===== src/rtl/timer_pkg.sv =====
// ---------------------------------------------------------------------------
// timer_pkg
//   Shared types and constants for the interval timer controller.
//   - state_e   : controller FSM states
//   - DEF_CNT_W : default counter / compare width
//   - DEF_PRE_W : default prescaler width
//   - OVF_W     : width of the missed-interrupt counter (TIMER_OVF_CNT_EN builds)
// ---------------------------------------------------------------------------
package timer_pkg;

  localparam int DEF_CNT_W = 8;
  localparam int DEF_PRE_W = 4;
  localparam int OVF_W     = 8;

  typedef enum logic [1:0] {
    IDLE = 2'd0,
    LOAD = 2'd1,
    RUN  = 2'd2,
    HOLD = 2'd3
  } state_e;

endpackage


===== src/rtl/interval_timer_ctrl_if.sv =====
// ---------------------------------------------------------------------------
// interval_timer_ctrl_if
//   Control/status bundle between the register side (master) and the
//   interval timer controller (slave).
//   master -> slave : start, stop, hold, periodic, cmp_val, prescale, irq_ack
//   slave -> master : busy, expired, irq, cnt_out, ovf_cnt (TIMER_OVF_CNT_EN)
//   Optional macro: TIMER_OVF_CNT_EN adds the ovf_cnt status field.
// ---------------------------------------------------------------------------
interface interval_timer_ctrl_if #(
  parameter int CNT_W = timer_pkg::DEF_CNT_W,
  parameter int PRE_W = timer_pkg::DEF_PRE_W
);

  logic             start;
  logic             stop;
  logic             hold;
  logic             periodic;
  logic [CNT_W-1:0] cmp_val;
  logic [PRE_W-1:0] prescale;
  logic             irq_ack;
  logic             busy;
  logic             expired;
  logic             irq;
  logic [CNT_W-1:0] cnt_out;
`ifdef TIMER_OVF_CNT_EN
  logic [timer_pkg::OVF_W-1:0] ovf_cnt;
`endif

  modport master (
    output start, stop, hold, periodic, cmp_val, prescale, irq_ack,
    input  busy, expired, irq, cnt_out
`ifdef TIMER_OVF_CNT_EN
    , ovf_cnt
`endif
  );

  modport slave (
    input  start, stop, hold, periodic, cmp_val, prescale, irq_ack,
    output busy, expired, irq, cnt_out
`ifdef TIMER_OVF_CNT_EN
    , ovf_cnt
`endif
  );

endinterface


===== src/rtl/tick_counter.sv =====
// ---------------------------------------------------------------------------
// tick_counter
//   CNT_W-bit up-counter datapath owned by interval_timer_ctrl.
//   clk, res_n : clock, asynchronous active-low reset
//   en_i       : count up by one
//   clr_i      : synchronous clear, wins over en_i
//   cnt_o      : current count
// ---------------------------------------------------------------------------
module tick_counter #(
  parameter int CNT_W = timer_pkg::DEF_CNT_W
) (
  input  logic             clk,
  input  logic             res_n,
  input  logic             en_i,
  input  logic             clr_i,
  output logic [CNT_W-1:0] cnt_o
);

  logic [CNT_W-1:0] cnt_q;

  // NOTE: sequential state is written with <= so every flop samples the
  // pre-edge values, independent of statement order.
  always_ff @(posedge clk or negedge res_n) begin
    if (!res_n)     cnt_q <= '0;
    else if (clr_i) cnt_q <= '0;
    else if (en_i)  cnt_q <= cnt_q + 1'b1;
  end

  assign cnt_o = cnt_q;

endmodule


===== src/rtl/interval_timer_ctrl.sv =====
// ---------------------------------------------------------------------------
// interval_timer_ctrl
//   Programmable interval timer controller. A prescaler produces ticks every
//   (prescale+1) clocks; each tick advances tick_counter until it equals the
//   latched compare value, at which point the counter is cleared, expired
//   pulses for one cycle and the sticky irq is set. One-shot runs return to
//   IDLE on the match, periodic runs keep going.
//   clk, res_n : clock, asynchronous active-low reset
//   bus        : interval_timer_ctrl_if.slave (control in, status out)
//   Optional macro: TIMER_OVF_CNT_EN adds a saturating missed-irq counter.
// ---------------------------------------------------------------------------
module interval_timer_ctrl
  import timer_pkg::*;
#(
  parameter int CNT_W = DEF_CNT_W,
  parameter int PRE_W = DEF_PRE_W
) (
  input logic                  clk,
  input logic                  res_n,
  interval_timer_ctrl_if.slave bus
);

  state_e           state_q, state_d;
  logic [PRE_W-1:0] pre_q, pre_d;
  logic [PRE_W-1:0] pre_lat_q;
  logic [CNT_W-1:0] cmp_lat_q;
  logic             periodic_lat_q;
  logic             busy_q, expired_q, irq_q;
  logic [CNT_W-1:0] cnt;

  logic load, active, adv, tick, match;

  assign load   = (state_q == LOAD);
  assign active = (state_q == RUN) || (state_q == HOLD);
  // The timer only advances in a cycle with no stop/start/hold request, so a
  // restart discards any tick that would have landed on the same edge. HOLD
  // resumes counting in the very cycle hold drops, so the freeze lasts exactly
  // as many clocks as hold is high.
  assign adv    = active && !bus.stop && !bus.start && !bus.hold;
  assign tick   = adv && (pre_q == pre_lat_q);
  assign match  = tick && (cnt == cmp_lat_q);

  always_comb begin
    // NOTE: every always_comb output gets a default first so no path leaves
    // it unassigned, which would infer a latch.
    state_d = state_q;
    pre_d   = pre_q;

    if (bus.stop) begin
      state_d = IDLE;
    end else if (bus.start) begin
      state_d = LOAD;
    end else begin
      unique case (state_q)
        IDLE: state_d = IDLE;
        LOAD: state_d = RUN;
        RUN, HOLD: begin
          if (bus.hold)                       state_d = HOLD;
          else if (match && !periodic_lat_q)  state_d = IDLE;
          else                                state_d = RUN;
        end
        default: state_d = IDLE;
      endcase
    end

    if (load || bus.stop) pre_d = '0;
    else if (adv)         pre_d = tick ? '0 : pre_q + 1'b1;
  end

  always_ff @(posedge clk or negedge res_n) begin
    if (!res_n) begin
      state_q        <= IDLE;
      pre_q          <= '0;
      pre_lat_q      <= '0;
      cmp_lat_q      <= '0;
      periodic_lat_q <= 1'b0;
      busy_q         <= 1'b0;
      expired_q      <= 1'b0;
      irq_q          <= 1'b0;
    end else begin
      state_q   <= state_d;
      pre_q     <= pre_d;
      busy_q    <= (state_d != IDLE);
      expired_q <= match;
      if (load) begin
        pre_lat_q      <= bus.prescale;
        cmp_lat_q      <= bus.cmp_val;
        periodic_lat_q <= bus.periodic;
      end
      // A match in the same cycle as irq_ack keeps the interrupt asserted.
      if (match)            irq_q <= 1'b1;
      else if (bus.irq_ack) irq_q <= 1'b0;
    end
  end

  tick_counter #(.CNT_W(CNT_W)) u_tick_counter (
    .clk   (clk),
    .res_n (res_n),
    .en_i  (tick && !match),
    .clr_i (load || bus.stop || match),
    .cnt_o (cnt)
  );

`ifdef TIMER_OVF_CNT_EN
  logic [OVF_W-1:0] ovf_q;

  // Counts matches that land while the previous interrupt is still pending.
  always_ff @(posedge clk or negedge res_n) begin
    if (!res_n)                                    ovf_q <= '0;
    else if (bus.irq_ack)                          ovf_q <= '0;
    else if (match && irq_q && (ovf_q != '1))      ovf_q <= ovf_q + 1'b1;
  end

  assign bus.ovf_cnt = ovf_q;
`endif

  assign bus.busy    = busy_q;
  assign bus.expired = expired_q;
  assign bus.irq     = irq_q;
  assign bus.cnt_out = cnt;

endmodule


===== src/flat_wrapper.sv =====
// flat-port wrapper written by rule: the top's interface ports become plain ports
module interval_timer_ctrl_flat import timer_pkg::*;
#(
  parameter int CNT_W = DEF_CNT_W,
  parameter int PRE_W = DEF_PRE_W
)
  (clk, res_n, bus_start, bus_stop, bus_hold, bus_periodic, bus_cmp_val, bus_prescale, bus_irq_ack, bus_busy, bus_expired, bus_irq, bus_cnt_out);
  interval_timer_ctrl_if #(.CNT_W(CNT_W), .PRE_W(PRE_W)) bus_i ();
  input logic clk;
  input logic res_n;
  input wire logic [$bits(bus_i.start)-1:0] bus_start;
  input wire logic [$bits(bus_i.stop)-1:0] bus_stop;
  input wire logic [$bits(bus_i.hold)-1:0] bus_hold;
  input wire logic [$bits(bus_i.periodic)-1:0] bus_periodic;
  input wire logic [$bits(bus_i.cmp_val)-1:0] bus_cmp_val;
  input wire logic [$bits(bus_i.prescale)-1:0] bus_prescale;
  input wire logic [$bits(bus_i.irq_ack)-1:0] bus_irq_ack;
  output wire logic [$bits(bus_i.busy)-1:0] bus_busy;
  output wire logic [$bits(bus_i.expired)-1:0] bus_expired;
  output wire logic [$bits(bus_i.irq)-1:0] bus_irq;
  output wire logic [$bits(bus_i.cnt_out)-1:0] bus_cnt_out;
  assign bus_i.start = bus_start;
  assign bus_i.stop = bus_stop;
  assign bus_i.hold = bus_hold;
  assign bus_i.periodic = bus_periodic;
  assign bus_i.cmp_val = bus_cmp_val;
  assign bus_i.prescale = bus_prescale;
  assign bus_i.irq_ack = bus_irq_ack;
  assign bus_busy = bus_i.busy;
  assign bus_expired = bus_i.expired;
  assign bus_irq = bus_i.irq;
  assign bus_cnt_out = bus_i.cnt_out;
  interval_timer_ctrl #(.CNT_W(CNT_W), .PRE_W(PRE_W)) u_core (.clk(clk), .res_n(res_n), .bus(bus_i));
endmodule

===== config.mk =====
export PLATFORM = sky130hd
export DESIGN_NAME = interval_timer_ctrl_flat
export DESIGN_NICKNAME = d
export VERILOG_FILES = /design/src/rtl/timer_pkg.sv /design/src/rtl/interval_timer_ctrl_if.sv /design/src/rtl/tick_counter.sv /design/src/rtl/interval_timer_ctrl.sv /design/src/flat_wrapper.sv
export SDC_FILE = /design/constraint.sdc
export NUM_CORES = 1
export LEC_CHECK = 0
export ABC_AREA = 1
export CORE_ASPECT_RATIO = 1.25
export CORE_UTILIZATION = 53
export CTS_BUF_LIST = sky130_fd_sc_hd__clkbuf_4 sky130_fd_sc_hd__clkbuf_8
export DETAILED_ROUTE_END_ITERATION = 10
export HOLD_SLACK_MARGIN = 0.06
export PLACE_DENSITY = 0.79
export SYNTH_ARGS = -nofsm -noshare
export SYNTH_HDL_FRONTEND = slang
export SYNTH_SLANG_ARGS = --single-unit
export TNS_END_PERCENT = 10

===== constraint.sdc =====
create_clock -name clk -period 2.06 [get_ports clk]
set_clock_uncertainty 0.15 [all_clocks]
set_input_delay 0.309 -clock clk [delete_from_list [all_inputs] [get_ports clk]]
set_output_delay 0.309 -clock clk [all_outputs]
set_load 0.02 [all_outputs]

==> impl_results.md, run 1 <==
- Fin cells: approximately 280
- Post CTS Setup Buffer Count: 0
- First DRT Iteration DRCs: 31
- Final WL: 3290 um
- Diode count: 0
- Buffers & Inverters on Critical Path: 1
- Top FF cell, synth: dfrtp_1
- Status: completed
- Async S/R FF share, synth: 100%
- Synthesized area: 1580 um^2
- GRT Util Overall: 25.3%
- Cell family with most CP delay: buffers and inverters
- First-pass GRT wire length: a little under 6000 um
- Max Fclk: 526 MHz
- DP HPWL: 2450 um
- Clk slew on worst S/H paths: 90 ps
- Core Box Area: 2760 um^2
- Synth-to-layout area growth: 26.8%
- Die W: 50.8 um
- Worst Path Arrival: 1440 ps
- Setup Viol. Count Final: 0
- Initial core utilization: roughly 57%
- Count leader, synth: nand2_1
- DR WL/cell: 11.6 um
- Fillers: ~230
- Fin Setup TNS: 0 ps
- CP Class: flop to output port
- Worst path max stage delay: between 600 and 700 ps
- Final instance area: 2000 um^2
- Synth top area share: 47.5%
- Final Hold Fails: 0
- Resize count post-CTS: 0
- Worst-skew pair later-pin latency: approximately 330 ps
- Fraction of layout cells with a size suffix above 1: 7.60%
- Setup ws final: about 160 ps
- Drt pass-1 iters: 4
- Cells after Synth: 210
- Pre-CTS setup slack: around 52 ps
- Slowest cell on the critical path: clkdlybuf4s50_1
- CTS Root Cell: clkbuf_4
- Synth top area cells: dfrtp_1, nand2_1, inv_1, o21ai_0, nand4_1
- Largest net degree at the start of global routing: 31
- Chip height: 63.1 um
- Vias in the first global route: 1449
- Gr ovfl total: 0
- Total Nets Final: 271
- Syn Nets: 231
- Inst Count DP: 277
- RSZ-0062 raised after global routing: no
- CP Cell Sequence: clkdlybuf4s50_1
- Max-slew violation count: 0
- Sequential share of the synthesized area: 47.5%
- Distinct cells, synth: 18
- LEAKAGE: 0.00102 uW
- Gpl congestion: 0.919
- CP endpoint kind: output port
- Worst vdd ir: 0.592 mV
- Number of antenna violations at the first check in global routing: 0
- Post-DP Area: 1950 um^2
- Largest buffer count on any clock path: 2
- Seq cells post-synth: 30
- Startpoint Class: flop
- Mapped Avg Cell Area: 7.53 um^2
- Period minus WS final: 1900 ps
- CTS tree: done
- Slew @ Worst Pin: roughly 370 ps
- Max_cap viols: 0
- Vias/cell: 5.04
- FP Rows: 21
- Num ports: 30
- Die area: 3210 um^2
- Via count: approximately 1400
- Residual DRC: 0
- Hold-fix buffers at CTS: 0
- Worst min path class: input pin to async pin
- Commonest cells in the netlist: nand2_1, inv_1, dfrtp_1
- Crit share post-route: 92.3%
- Clock sink count: 30
- Worst EP required: between 1500 and 2000 ps
- CTS Buf Count: 5
- Dominant cell type by area after synthesis: dfrtp_1
- H-tree level count: 2
- Power per cell area: between 500 and 600 nW/um^2
- Post-synth EDFFs: 0
- Max_slew headroom: 75.2%
- Final ANT Viol Nets: 0
- # port buffers: 29
- Critical path peak fanout: 7
- R2R Setup Slk: 360 ps
- YS warnings: 0
==> state kept, by name (all words and copies together), names as in the netlist <==
| register | cells |
|---|---|
| u_core.u_tick_counter.cnt_o | 8 |
| u_core.periodic_lat_q | 1 |
| u_core.pre_q | 4 |
| u_core.state_q | 2 |
| u_core.cmp_lat_q | 8 |
| u_core.pre_lat_q | 4 |
| u_core.bus.expired | 1 |
| u_core.bus.busy | 1 |
| u_core.bus.irq | 1 |
==> cells by family (layout without fill, tap and decap cells) <==
logic type | Yosys count | count (layout) | synth area share [%]
fa+ha+maj | 2 | 2 | 1.58
compound gates | 23 | 23 | 7.28
buf+inv | 43 | 83 | 10.7
xor+xnor | 8 | 8 | 4.43
simple gates | 104 | 104 | 28.5
flops | 30 | 30 | 47.5
==> placed cells by master, fill, tap and decap left out <==
cell             synthesis  final
nand3_1                  6      6
nor2_2                   1      1
and3_1                   1      1
nor2_1                  11     11
clkbuf_4                 0      7
nand2_1                 68     68
nor3_1                   4      4
nand4_1                 10     10
inv_1                   39     39
a21oi_1                  3      3
buf_4                    2      8
xnor2_1                  2      2
o21ai_0                 20     20
clkdlybuf4s50_1          0     29
xor2_1                   6      6
nor2_4                   2      2
nand2_2                  1      1
dfrtp_1                 30     30
ha_1                     2      2
==> area by class of cell <==
type	count	area (um^2)	area share, %
inverter	39	146	7.31
clock buffer	7	52.6	2.62
timing repair buffer	37	350	17.5
multi-input combinational	137	661	33.0
tap	34	42.5	2.12
sequential	30	751	37.5
==> power by group <==
part,switching (uW),internal (uW),leakage [uW],total (uW)
clock,188,155,0.0000322,343
combinational,110,90.8,0.000594,201
sequential,25.2,632,0.000394,657
==> worst reg2reg max path: stages, from the launching register on <==
cell,delay (ps)
dfrtp_1,440
inv_1,100
nand2_1,70
nand2_1,50
nor2_1,90
nand2_1,70
nor2_1,190
inv_1,180
nor3_1,260
==> stage by stage <==
step	util [%]	total power (uW)	hold slack (ps)
2_1_floorplan	-	781	-137
5_1_grt	72.6	1270	243
6_report	72.6	1200	202
4_1_cts	72.6	1220	208
3_5_place_dp	70.7	869	314
3_3_place_gp	70.7	864	310
==> path summary, 6_finish.rpt <==
check / end / cells after the start / from
setup / recovery: bus_cnt_out[2] / 1 / u_core.u_tick_counter.cnt_o[2]$_DFFE_PN0P_
hold reg to reg: u_core.pre_lat_q[0]$_DFFE_PN0P_ / 2 / u_core.pre_lat_q[0]$_DFFE_PN0P_
setup reg to reg: u_core.bus.expired$_DFF_PN0_ / 8 / u_core.u_tick_counter.cnt_o[5]$_DFFE_PN0P_
min in group clk: u_core.pre_lat_q[0]$_DFFE_PN0P_ / 2 / u_core.pre_lat_q[0]$_DFFE_PN0P_
max in group asynchronous: u_core.periodic_lat_q$_DFFE_PN0P_ / 2 / res_n
hold / removal: u_core.cmp_lat_q[3]$_DFFE_PN0P_ / 2 / res_n
==> per-layer routing <==
| layer | up-vias | part of all wire [%] | GRT usage (%) |
|---|---|---|---|
| met3 | 11 | 4.7 | 7.49 |
| met1 | 659 | 41 | 26.8 |
| met5 | - | 0 | 0 |
| met2 | 34 | 52 | 44.2 |
| met4 | 0 | 2.6 | 12.8 |
| li1 | 728 | - | - |
Note: power is estimated with default switching activity, not from simulation.
==> run 2, diff against run 1 <==
--- a/config.mk
+++ b/config.mk
@@ -11,7 +11,8 @@
 export CTS_BUF_LIST = sky130_fd_sc_hd__clkbuf_4 sky130_fd_sc_hd__clkbuf_8
 export DETAILED_ROUTE_END_ITERATION = 10
 export HOLD_SLACK_MARGIN = 0.06
-export PLACE_DENSITY = 0.79
+export PLACE_DENSITY = 0.81
+export SLEW_MARGIN = 20
 export SYNTH_ARGS = -nofsm -noshare
 export SYNTH_HDL_FRONTEND = slang
 export SYNTH_SLANG_ARGS = --single-unit
==> run 2 against run 1 <==
  * Combinational power about the same
  * Cell count is the same
  * Critical path type unchanged
  * Non-clock buffer count fell by 1
  * Critical endpoint unchanged
  * Count of clock-buffer cells in the layout unchanged
  * Sequential cell count unchanged
  * Cell area increased by 0.19%
  * Sequential power about the same
  * Clock power grew 9.0%
  * Total power is 2.4% higher
==> impl_results.md, run 2 (synthesis gave the netlist of run 1 again) <==
- Critical path peak fanout: 7 (unchanged)
- Startpoint Class: flop
- Resize count post-CTS: 0 (unchanged)
- Setup Viol. Count Final: 0 (unchanged)
- Vias/cell: 5.03 (-0.21%)
- Fillers: 224 (-4.3%)
- Worst path max stage delay: 650 ps (about the same)
- Commonest non-fill, non-tap cell in the layout: nand2_1
- DP HPWL: 2310 um (-5.9%)
- Part of the power in registers: 53.3% (-1.4 points)
- Max Fclk: 526 MHz (about the same)
- FP Rows: 21 (unchanged)
- Chip height: 63.1 um (unchanged)
- LEAKAGE: 0.00102 uW (+0.15%)
- CTS Buf Count: 5 (unchanged)
- Worst min path class: input pin to async pin
- CP Class: flop to output port
- Clock sink count: 30 (unchanged)
- DR WL/cell: 10.9 um (-5.7%)
- First DRT Iteration DRCs: 25 (-19%)
- Clk slew on worst S/H paths: 90 ps (about the same)
- Power share of the combinational group: 16.3% (-0.4 points)
- Number of antenna violations at the first check in global routing: 0 (unchanged)
- Fraction of layout cells with a size suffix above 1: 7.60% (unchanged)
- Num ports: 30 (unchanged)
- Worst vdd ir: 0.430 mV (-27%)
- Synth-to-layout area growth: 27.0%
- Vias in the first global route: 1301 (-10%)
- Max_slew headroom: 72.4% (-2.8 points)
- Hold-fix buffers at CTS: 0 (unchanged)
- Post CTS Setup Buffer Count: 0 (unchanged)
- RSZ-0062 raised after global routing: no
- Final Hold Fails: 0 (unchanged)
- Largest buffer count on any clock path: 2 (unchanged)
- Power per cell area: 613 nW/um^2 (+2.2%)
- Core Box Area: 2760 um^2 (unchanged)
- Net Sw Frac: 26.8% (-0.097 points)
- Residual DRC: 0 (unchanged)
- CP Cell Sequence: clkdlybuf4s50_1
- Cell family with most CP delay: buffers and inverters
- Die area: 3210 um^2 (unchanged)
- Gr ovfl total: 0 (unchanged)
- Die W: 50.8 um (unchanged)
- Final ANT Viol Nets: 0 (unchanged)
- Crit share post-route: 92.3% (about the same)
- CTS Root Cell: clkbuf_4
- Max_cap viols: 0 (unchanged)
- Max-slew violation count: 0 (unchanged)
- Inst Count DP: 276 (-0.36%)
- GRT Util Overall: 22.7% (-2.6 points)
- Gpl congestion: 0.907 (-1.3%)
- Initial core utilization: 57.3% (unchanged)
- Diode count: 0 (unchanged)
- Slowest cell on the critical path: clkdlybuf4s50_1
- Worst EP required: 1600 ps (about the same)
- CTS tree: done
- Fin cells: 284 (unchanged)
- Buffers & Inverters on Critical Path: 1 (unchanged)
- Switch Pwr: 330 uW (+2.0%)
- Worst-skew pair later-pin latency: 330 ps (about the same)
- Most frequent cells in the layout: nand2_1, inv_1, dfrtp_1, clkdlybuf4s50_1, o21ai_0
- Final WL: 3100 um (-5.7%)
- Fin Setup TNS: 0 ps (unchanged)
- Period minus WS final: 1900 ps (-0.469 ps)
- Clock Power Share: 30.4% (+1.8 points)
- CP endpoint kind: output port
- Total Nets Final: 270 (-0.37%)
- H-tree level count: 2 (unchanged)
- # port buffers: 29 (unchanged)
- Drt pass-1 iters: 4 (unchanged)
- Status: completed
- Min Hold Slack: 215 ps (+13.0 ps)
- Largest net degree at the start of global routing: 31 (unchanged)
- Internal: 899 uW (+2.5%)
- Via count: 1429 (-0.21%)
- First-pass GRT wire length: 5440 um (-8.8%)
- Slew @ Worst Pin: 410 ps (+41.9 ps)
- Worst Path Arrival: 1440 ps (about the same)
run 2: cell types whose count changed in the layout (fill, tap and decap cells not counted):
| cell | previous run | this run |
|---|---|---|
| clkinv_2 | 0 | 1 |
| clkbuf_4 | 7 | 6 |
| clkbuf_8 | 0 | 1 |
| buf_4 | 8 | 7 |
run 2: through the flow:
step	util, %	total power (uW)	cell area (um^2)	setup slack (ps)
final	72.7	1230	2010	159
after global routing	72.7	1310	2010	106
after CTS	72.7	1240	2010	157
after detailed placement	70.4	867	1940	126
after global placement	70.4	861	1940	203
after floorplan	-	781	1580	523
run 2: power groups by stage:
stage          clock network [uW]  registers [uW]  logic (uW)
2_1_floorplan                   0             664         117
3_3_place_gp                    0             666         195
3_5_place_dp                    0             666         201
4_1_cts                       385             656         201
5_1_grt                       418             660         229
6_report                      374             655         200
run 2: layer usage:
layer / share of wire [%] / track usage [%] / routed length, um
met1: 44 / 26.5 / 1360
met2: 49 / 38.7 / 1530
met3: 4.3 / 6.04 / 132
met4: 2.5 / 9.38 / 78
met5: 0 / 0 / 0
run 2: area by class of cell:
cell class | instances | area, um^2 | share of cell area (%)
clock buffers | 7 | 58.8 | 2.93
inverters | 39 | 146 | 7.29
flip-flops and latches | 30 | 751 | 37.4
well taps | 34 | 42.5 | 2.12
multi-input cells | 137 | 661 | 32.9
clock inverters | 1 | 5.00 | 0.249
repair buffers | 36 | 343 | 17.1
run 2: path summary, 6_finish.rpt:
kind	startpoint	end	slack, ps	cells after the start
hold reg to reg	u_core.periodic_lat_q$_DFFE_PN0P_	u_core.periodic_lat_q$_DFFE_PN0P_	340	2
hold / removal	res_n	u_core.cmp_lat_q[2]$_DFFE_PN0P_	220	2
min in group clk	u_core.periodic_lat_q$_DFFE_PN0P_	u_core.periodic_lat_q$_DFFE_PN0P_	340	2
max in group asynchronous	res_n	u_core.cmp_lat_q[6]$_DFFE_PN0P_	1260	2
setup / recovery	u_core.u_tick_counter.cnt_o[2]$_DFFE_PN0P_	bus_cnt_out[2]	160	1
setup reg to reg	u_core.u_tick_counter.cnt_o[5]$_DFFE_PN0P_	u_core.bus.expired$_DFF_PN0_	380	8
